`config.mk`:
```
export PLATFORM = sky130hd
export DESIGN_NAME = ip_table_access_ctrl
export DESIGN_NICKNAME = d
export VERILOG_FILES = /design/src/rtl/ip_table_access_ctrl.sv
export SDC_FILE = /design/constraint.sdc
export NUM_CORES = 1
export LEC_CHECK = 0
export ABC_AREA = 1
export BUFFER_PORTS_ARGS = -buffer_cell sky130_fd_sc_hd__buf_2
export CORE_MARGIN = 10
export CORE_UTILIZATION = 55
export DETAILED_ROUTE_END_ITERATION = 8
export PLACE_DENSITY = 0.83
export SYNTH_ARGS = -nofsm -noshare
export SYNTH_HDL_FRONTEND = slang
export SYNTH_SLANG_ARGS = --single-unit
```
`constraint.sdc`:
```
create_clock -name AXI_ACLK -period 4.5 [get_ports AXI_ACLK]
set_input_delay 0.9 -clock AXI_ACLK [delete_from_list [all_inputs] [get_ports AXI_ACLK]]
set_output_delay 0.9 -clock AXI_ACLK [all_outputs]
set_load 0.02 [all_outputs]
```
`src/rtl/ip_table_access_ctrl.sv`:
```
// ip_table_access_ctrl
//   Initiator side of the destination-IP table req/ack port. Accepts one register-level
//   command at a time (read, write, clear-all), issues single-cycle requests to the
//   lookup-stage table, waits for the matching ack with a timeout, and returns one
//   response per command.
//
// Ports
//   AXI_ACLK, reset        clock, synchronous active-high reset
//   cmd_valid/cmd_ready    command handshake; cmd_op 00 rd, 01 wr, 10 clear-all, 11 reserved
//   cmd_addr, cmd_wdata    entry address and write data
//   rsp_valid/rsp_ready    response handshake; rsp_status 00 OK, 01 TIMEOUT, 10 BAD_ADDR,
//                          11 BAD_OP; rsp_rdata is read data (0 unless a read succeeded)
//   tbl_rd_req/tbl_wr_req  one-cycle requests to the table
//   tbl_rd_addr/_wr_addr   request address (held until the access completes)
//   tbl_wr_data            write data (0 during clear-all)
//   tbl_rd_data/_rd_ack    read data qualified by the read ack
//   tbl_wr_ack             write ack
//   timeout_count          saturating count of accesses that timed out
module ip_table_access_ctrl #(
    parameter int unsigned C_S_AXI_DATA_WIDTH = 32,
    parameter int unsigned TBL_ADDR_WIDTH     = 5,
    parameter int unsigned TBL_DEPTH          = 32,
    parameter int unsigned TIMEOUT            = 16
) (
    input  logic                          AXI_ACLK,
    input  logic                          reset,
    input  logic                          cmd_valid,
    output logic                          cmd_ready,
    input  logic [1:0]                    cmd_op,
    input  logic [TBL_ADDR_WIDTH-1:0]     cmd_addr,
    input  logic [C_S_AXI_DATA_WIDTH-1:0] cmd_wdata,
    output logic                          rsp_valid,
    input  logic                          rsp_ready,
    output logic [1:0]                    rsp_status,
    output logic [C_S_AXI_DATA_WIDTH-1:0] rsp_rdata,
    output logic                          tbl_rd_req,
    output logic                          tbl_wr_req,
    output logic [TBL_ADDR_WIDTH-1:0]     tbl_rd_addr,
    output logic [TBL_ADDR_WIDTH-1:0]     tbl_wr_addr,
    output logic [C_S_AXI_DATA_WIDTH-1:0] tbl_wr_data,
    input  logic [C_S_AXI_DATA_WIDTH-1:0] tbl_rd_data,
    input  logic                          tbl_rd_ack,
    input  logic                          tbl_wr_ack,
    output logic [31:0]                   timeout_count
);

    localparam logic [1:0] ST_IDLE  = 2'd0;
    localparam logic [1:0] ST_ISSUE = 2'd1;
    localparam logic [1:0] ST_WAIT  = 2'd2;
    localparam logic [1:0] ST_RESP  = 2'd3;

    localparam logic [1:0] OP_READ  = 2'd0;
    localparam logic [1:0] OP_WRITE = 2'd1;
    localparam logic [1:0] OP_CLEAR = 2'd2;
    localparam logic [1:0] OP_RSVD  = 2'd3;

    localparam logic [1:0] RSP_OK       = 2'd0;
    localparam logic [1:0] RSP_TIMEOUT  = 2'd1;
    localparam logic [1:0] RSP_BAD_ADDR = 2'd2;
    localparam logic [1:0] RSP_BAD_OP   = 2'd3;

    localparam logic [7:0]                TIMEOUT_LOAD = 8'(TIMEOUT);
    localparam logic [TBL_ADDR_WIDTH-1:0] LAST_ADDR    = TBL_ADDR_WIDTH'(TBL_DEPTH - 1);
    localparam logic [TBL_ADDR_WIDTH-1:0] ADDR_ONE     = TBL_ADDR_WIDTH'(1);

    logic [1:0]                    state_q, state_d;
    logic [1:0]                    op_q, op_d;
    logic [TBL_ADDR_WIDTH-1:0]     addr_q, addr_d;    // also the clear-all cursor
    logic [C_S_AXI_DATA_WIDTH-1:0] wdata_q, wdata_d;
    logic [7:0]                    wait_cnt_q, wait_cnt_d;
    logic                          rd_req_q, rd_req_d;
    logic                          wr_req_q, wr_req_d;
    logic                          rsp_valid_q, rsp_valid_d;
    logic [1:0]                    status_q, status_d;
    logic [C_S_AXI_DATA_WIDTH-1:0] rdata_q, rdata_d;
    logic [31:0]                   tmo_cnt_q, tmo_cnt_d;

    logic cmd_fire;
    logic addr_oob;
    logic ack_hit;

    // cmd_ready is also masked by reset so nothing is accepted while reset is applied.
    assign cmd_ready = (state_q == ST_IDLE) && !reset;
    assign cmd_fire  = cmd_valid && cmd_ready;
    assign addr_oob  = 32'(cmd_addr) >= TBL_DEPTH;
    // Only the ack type matching the outstanding request completes it.
    assign ack_hit   = (op_q == OP_READ) ? tbl_rd_ack : tbl_wr_ack;

    always_comb begin
        state_d     = state_q;
        op_d        = op_q;
        addr_d      = addr_q;
        wdata_d     = wdata_q;
        wait_cnt_d  = wait_cnt_q;
        rd_req_d    = 1'b0;
        wr_req_d    = 1'b0;
        rsp_valid_d = rsp_valid_q;
        status_d    = status_q;
        rdata_d     = rdata_q;
        tmo_cnt_d   = tmo_cnt_q;

        case (state_q)
            ST_IDLE: begin
                if (cmd_fire) begin
                    op_d    = cmd_op;
                    addr_d  = cmd_addr;
                    wdata_d = (cmd_op == OP_WRITE) ? cmd_wdata : '0;
                    if (cmd_op == OP_RSVD) begin
                        state_d     = ST_RESP;
                        rsp_valid_d = 1'b1;
                        status_d    = RSP_BAD_OP;
                    end else if (cmd_op == OP_CLEAR) begin
                        addr_d   = '0;
                        state_d  = ST_ISSUE;
                        wr_req_d = 1'b1;
                    end else if (addr_oob) begin
                        state_d     = ST_RESP;
                        rsp_valid_d = 1'b1;
                        status_d    = RSP_BAD_ADDR;
                    end else begin
                        state_d  = ST_ISSUE;
                        rd_req_d = (cmd_op == OP_READ);
                        wr_req_d = (cmd_op == OP_WRITE);
                    end
                end
            end
            ST_ISSUE: begin
                // Request was raised on entry; it drops now, after exactly one cycle.
                state_d    = ST_WAIT;
                wait_cnt_d = TIMEOUT_LOAD;
            end
            ST_WAIT: begin
                // Ack is checked before expiry so an ack in the last cycle still wins.
                if (ack_hit) begin
                    if (op_q == OP_READ) begin
                        rdata_d = tbl_rd_data;
                    end
                    if ((op_q == OP_CLEAR) && (addr_q < LAST_ADDR)) begin
                        addr_d   = addr_q + ADDR_ONE;
                        state_d  = ST_ISSUE;
                        wr_req_d = 1'b1;
                    end else begin
                        state_d     = ST_RESP;
                        rsp_valid_d = 1'b1;
                        status_d    = RSP_OK;
                    end
                end else if (wait_cnt_q <= 8'd1) begin
                    state_d     = ST_RESP;
                    rsp_valid_d = 1'b1;
                    status_d    = RSP_TIMEOUT;
                    if (tmo_cnt_q != '1) begin
                        tmo_cnt_d = tmo_cnt_q + 32'd1;
                    end
                end else begin
                    wait_cnt_d = wait_cnt_q - 8'd1;
                end
            end
            ST_RESP: begin
                if (rsp_ready) begin
                    state_d     = ST_IDLE;
                    rsp_valid_d = 1'b0;
                    status_d    = RSP_OK;
                    rdata_d     = '0;
                end
            end
            default: state_d = ST_IDLE;
        endcase
    end

    always_ff @(posedge AXI_ACLK) begin
        if (reset) begin
            state_q     <= ST_IDLE;
            op_q        <= OP_READ;
            addr_q      <= '0;
            wdata_q     <= '0;
            wait_cnt_q  <= '0;
            rd_req_q    <= 1'b0;
            wr_req_q    <= 1'b0;
            rsp_valid_q <= 1'b0;
            status_q    <= RSP_OK;
            rdata_q     <= '0;
            tmo_cnt_q   <= '0;
        end else begin
            state_q     <= state_d;
            op_q        <= op_d;
            addr_q      <= addr_d;
            wdata_q     <= wdata_d;
            wait_cnt_q  <= wait_cnt_d;
            rd_req_q    <= rd_req_d;
            wr_req_q    <= wr_req_d;
            rsp_valid_q <= rsp_valid_d;
            status_q    <= status_d;
            rdata_q     <= rdata_d;
            tmo_cnt_q   <= tmo_cnt_d;
        end
    end

    assign rsp_valid     = rsp_valid_q;
    assign rsp_status    = status_q;
    assign rsp_rdata     = rdata_q;
    assign tbl_rd_req    = rd_req_q;
    assign tbl_wr_req    = wr_req_q;
    assign tbl_rd_addr   = addr_q;
    assign tbl_wr_addr   = addr_q;
    assign tbl_wr_data   = wdata_q;
    assign timeout_count = tmo_cnt_q;

endmodule

```
Yosys cells after proc, flatten, opt, wreduce, memory -nomap -nowiden

Index checks and enable logic that the tools add are counted.

Register bits after elaboration: 118
Word-level logic and storage cells: 97
Output and inout port bits: 112

Reductions and logical operators: 19
Add/subtract/negate cells: 3
Bitwise gates (word level): 3
Mux-type cells: 41
Order comparisons: 2
Equal/unequal tests: 18

Operators by type and width:

| operator                | count |
|---|---|
| $mux W32                | 4 |
| $pmux W32 S2            | 1 |
| $add A32 B1 Y32 const B | 1 |
| $ne A32 B32 Y1 const B  | 1 |
| $mux W5                 | 5 |
| $mux W2                 | 11 |
| $mux W8                 | 2 |
| $pmux W8 S2             | 1 |
| $ne A2 B2 Y1 const B    | 7 |
| $mux W1                 | 12 |
| $reduce_and A4 Y1       | 3 |
| $eq A2 B2 Y1 const B    | 5 |
| $pmux W5 S2             | 1 |
| $le A8 B1 Y1 const B    | 1 |
| $pmux W2 S4             | 1 |
| $sub A8 B1 Y8 const B   | 1 |
| $logic_not A2 Y1        | 3 |
| $ne A3 B3 Y1 const B    | 2 |
| $pmux W2 S3             | 1 |
| $reduce_and A3 Y1       | 2 |
| $reduce_and A6 Y1       | 1 |
| $reduce_bool A2 Y1      | 3 |
| $add A5 B1 Y5 const B   | 1 |
| $lt A5 B5 Y1 const B    | 1 |
| other kinds (10)        | 15 |

Depth between registers and ports, before layout

Word-level depth: 5
Depth in mapped cells: 13
Gate-level depth less buffers: 12

Least setup slack after synthesis

Ideal clock, no wire load.

Kind: input to output
Start point: in reset
End point: out cmd_ready
Required time: 3.600 ns
Arrival: 1.350 ns
Stages on the path: 2
Path buffers: 1
Slack: 2.250 ns
Cell sequence: clkbuf_1 -> nor2_2

Word-level cells in the longest chain between the ends: 2

Ends and longest elaborated chain:

| item                | line | text |
|---|---|---|
| start, declared     | 26   | `input logic reset,` |
| $logic_not A1 Y1    | 83   | `assign cmd_ready = (state_q == ST_IDLE) && !reset;` |
| $logic_and A1 B1 Y1 | 83   |  |
| end, declared       | 28   | `output logic cmd_ready,` |

Every way passes these cells.

Final worst setup path

Start point: reg tmo_cnt_q[0], in the netlist timeout_count[0]
End point: reg tmo_cnt_q[25], in the netlist timeout_count[25]

Word-level cells in the longest chain between the ends: 2
Elaborated cells on any way between the ends: 3
Those cells by class: 1 x add/sub; 1 x eq/ne; 1 x reduce/logical

Ends and longest elaborated chain:

| item                                                                    | line | text |
|---|---|---|
| start, declared                                                         | 76   | `logic [31:0] tmo_cnt_q, tmo_cnt_d;` |
| start signal, assigned                                                  | 194  | `tmo_cnt_q <= tmo_cnt_d;` |
| parallel branches: the longest is 2 deep, another holds $add A32 B1 Y32 | --   |  |

Parallel ways; which one is timed is not known.
A chain may end at the register's enable or synchronous reset.

==> results.sh <==
export IMPL_skew_ns=0.00858
export IMPL_antenna_found_initial=0
export IMPL_syn_num_nets=920
export IMPL_drive_above_1_share_pct=25.3
export IMPL_core_area_mm2=0.0103
export IMPL_grt_pass1_vias=5681
export IMPL_worstSetupPathType="reg2reg"
export IMPL_postCtsSetupRepairBufs=0
export IMPL_synth_cell_area_mm2=0.00583
export IMPL_seq_area_frac_synth_pct=40.5
export IMPL_max_freq_mhz=349
export IMPL_powerDensity_mw_per_mm2=451
export IMPL_cp_end_kind="register"
export IMPL_synth_top_family_by_area="simple AND/OR/NAND/NOR gates"
export IMPL_drc_errors=0
export IMPL_clk_root_buffer_cell="clkbuf_8"
export IMPL_maxCapViolCount=0
export IMPL_synth_most_common_cell="nand2_1"
export IMPL_cts_buffer_depth=2
export IMPL_portBuffers=188
export IMPL_synth_top_area_share_pct=40.5
export IMPL_syn_area_per_cell_um2=6.98
export IMPL_grt_usage_pct=22.7
export IMPL_crit_arrival_ns=3.24
export IMPL_clock_sinks=118
export IMPL_worstMarginPinSlew_ns=1.10
export IMPL_worst_hold_path_type="reg2reg"
export IMPL_reg2regPathDepth=10
export IMPL_setup_viol=0
export IMPL_cp_startpoint="timeout_count[0]"
export IMPL_worstSetupStartpointType="register"
export IMPL_start_util_pct=56.5
export IMPL_worstReg2RegStart="timeout_count[0]"
export IMPL_hold_buffers=0
export IMPL_cp_endpoint="timeout_count[25]"
export IMPL_dr_pass1_iters=6
export IMPL_outcome="complete, no violations"
export IMPL_drt_iter0_markers=491
export IMPL_synth_compound_area_share_pct=12.0
export IMPL_fin_nets=1085
export IMPL_worstSkewPairLatency_ns=0.52
export IMPL_fin_crit_sh_pct=63.7
export IMPL_vdd_drop_max_mv=0.308
export IMPL_cellLeakagePower_nw=3.13
export IMPL_synth_common_cells="249 x nand2_1, 118 x dfxtp_1, 96 x a21oi_1, 89 x nor2_1, 62 x nand3_1"
export IMPL_rrSetupSlack_ns=1.63
export IMPL_r2r_end="timeout_count[25]"
export IMPL_dp_hpwl_um=12500
export IMPL_synth_top_cell_by_area="dfxtp_1"
export IMPL_yosys_top_cells_area="dfxtp_1 41%, nand2_1 16%, a21oi_1 8.2%"
export IMPL_grt_overflow_total=0
export IMPL_grt_max_degree=65
export IMPL_row_count=37
export IMPL_synth_cell_types=31
export IMPL_synth_edf_count=0
export IMPL_hold_viol_final=0
export IMPL_area_growth_pct=26.4
export IMPL_synth_seq_cells=118
export IMPL_drt_wirelength_per_cell_um=15.3
export IMPL_drtAntennaViolNets=0
export IMPL_synth_simple_area_share_pct=36.3
export IMPL_cts_tree="yes"
export IMPL_synth_xor_area_share_pct=2.71
export IMPL_die_h_um=123
export IMPL_synth_ff_type="dfxtp_1"
export IMPL_critPathMaxFanout=29
export IMPL_final_setup_tns_ns=0
export IMPL_gp_congestion=0.905
export IMPL_dieArea_mm2=0.0151
export IMPL_grt_first_pass_wirelength_um=27800
export IMPL_route_vias_total=6033
export IMPL_fin_crit_ns=2.87
export IMPL_viasPerCell=5.24
export IMPL_netlist_instances=835
export IMPL_ios=189
export IMPL_clk_pin_slew_worst_paths_ns=0.06
export IMPL_finalPower_mw=3.32
export IMPL_fillCellCount=879
export IMPL_rsz0062_at_grt="false"
export IMPL_cts_buffers=17
export IMPL_cts_resized=0
export IMPL_synthAdderAreaFrac_pct=1.72
export IMPL_async_flop_share_pct=0
export IMPL_crit_required_ns=4.87
export IMPL_synthMuxAreaShare_pct=0
export IMPL_slew_viol_final=0
export IMPL_h_tree_depth=4
export IMPL_yosysWarnings=0
export IMPL_slew_headroom_pct=26.6
export IMPL_routed_wirelength_um=17600
export IMPL_die_w_um=123
## power by group
part           leakage (nW)  internal (mW)  total, mW  switching [mW]
Sequential            0.955           1.13       1.20          0.0660
Combinational          1.87          0.233      0.703           0.471
Clock                 0.299          0.921       1.42           0.498
## cell families after synthesis
kind of cell | Yosys count
AND/OR/NAND/NOR | 473
buffers and inverters | 88
flip-flops | 118
XOR/XNOR | 18
AO/OA/AOI/OAI | 130
adder cells (fa/ha/maj) | 8
## routing by layer
| metal | part of all wire (%) | track usage [%] | up-vias |
|---|---|---|---|
| met5 | 0 | 0 | - |
| met1 | 40 | 26.1 | 2744 |
| met4 | 2.6 | 8.69 | 0 |
| met2 | 48 | 37.2 | 207 |
| met3 | 8.8 | 9.16 | 39 |
| li1 | - | - | 3043 |
## worst min-delay path by stage
stage	start	to	slack, ns	cells past startpoint
6_report	rsp_rdata[16]	rsp_rdata[16]	0.46	2
5_1_grt	tbl_wr_data[22]	tbl_wr_data[22]	0.47	2
4_1_cts	rsp_rdata[13]	rsp_rdata[13]	0.46	2
3_5_place_dp	rsp_rdata[13]	rsp_rdata[13]	0.45	2
3_3_place_gp	tbl_wr_data[23]	tbl_wr_data[23]	0.45	2
2_1_floorplan	wait_cnt_q[1]	wait_cnt_q[1]	0.44	2
## stage by stage
stage	util, %	cell area (um^2)	instances	setup WS [ns]	hold slack [ns]
2_1_floorplan	-	5830	835	2.25	0.441
3_3_place_gp	65.2	6730	1117	1.63	0.448
3_5_place_dp	65.2	6730	1117	1.57	0.452
4_1_cts	71.3	7360	1149	1.67	0.461
5_1_grt	71.3	7360	1149	1.33	0.475
6_report	71.3	7370	1151	1.63	0.461
## state kept, by name, indices dropped and copies added, names as in the netlist
register and cells:
rsp_rdata 32, tbl_wr_data 32, timeout_count 32, wait_cnt_q 8
tbl_rd_addr 5, op_q 2, rsp_status 2, state_q 2
rsp_valid 1, tbl_rd_req 1, tbl_wr_req 1
## final cells by class
type	instances	area, um^2	share of cell area, %
antenna	2	5.00	0.0679
clock buffer	19	432	5.86
clock inverter	13	196	2.67
inverter	43	161	2.19
multi-input combinational	629	3070	41.7
sequential	118	2360	32.1
tap	136	170	2.31
timing repair buffer	191	966	13.1
## cells in the final DEF (no fill, tap or decap)
cell        count
diode_2         2
a21boi_0        2
inv_6           2
o21ai_1         1
buf_4           4
xnor2_1        11
o21bai_1        2
clkbuf_1        1
a31oi_1         1
a21oi_1        96
ha_1            8
clkbuf_16      16
nor4_1          1
nor3_1          3
nor2_4          4
nand4_1         4
nand2_2        12
nand3_2         2
nand3_1        62
nand3b_1       45
o21ai_0        18
nor2_2          2
clkinv_1        1
inv_2           4
clkinv_4        5
nor2_1         89
a21oi_2        10
buf_2         187
nand2_1       249
bufinv_16       4
inv_1          38
clkinvlp_4      2
clkbuf_8        2
xor2_1          7
dfxtp_1       118
## worst max-delay path: stages, from the launching register on
cell,delay (ns)
dfxtp_1,0.49
ha_1,0.30
inv_1,0.12
nor2_4,0.18
nand2_1,0.07
nor2_1,0.13
nand3_2,0.25
nand2_2,0.60
inv_2,0.34
nand2_1,0.17
a21oi_2,0.06
Power figures use the tool's default switching activity.
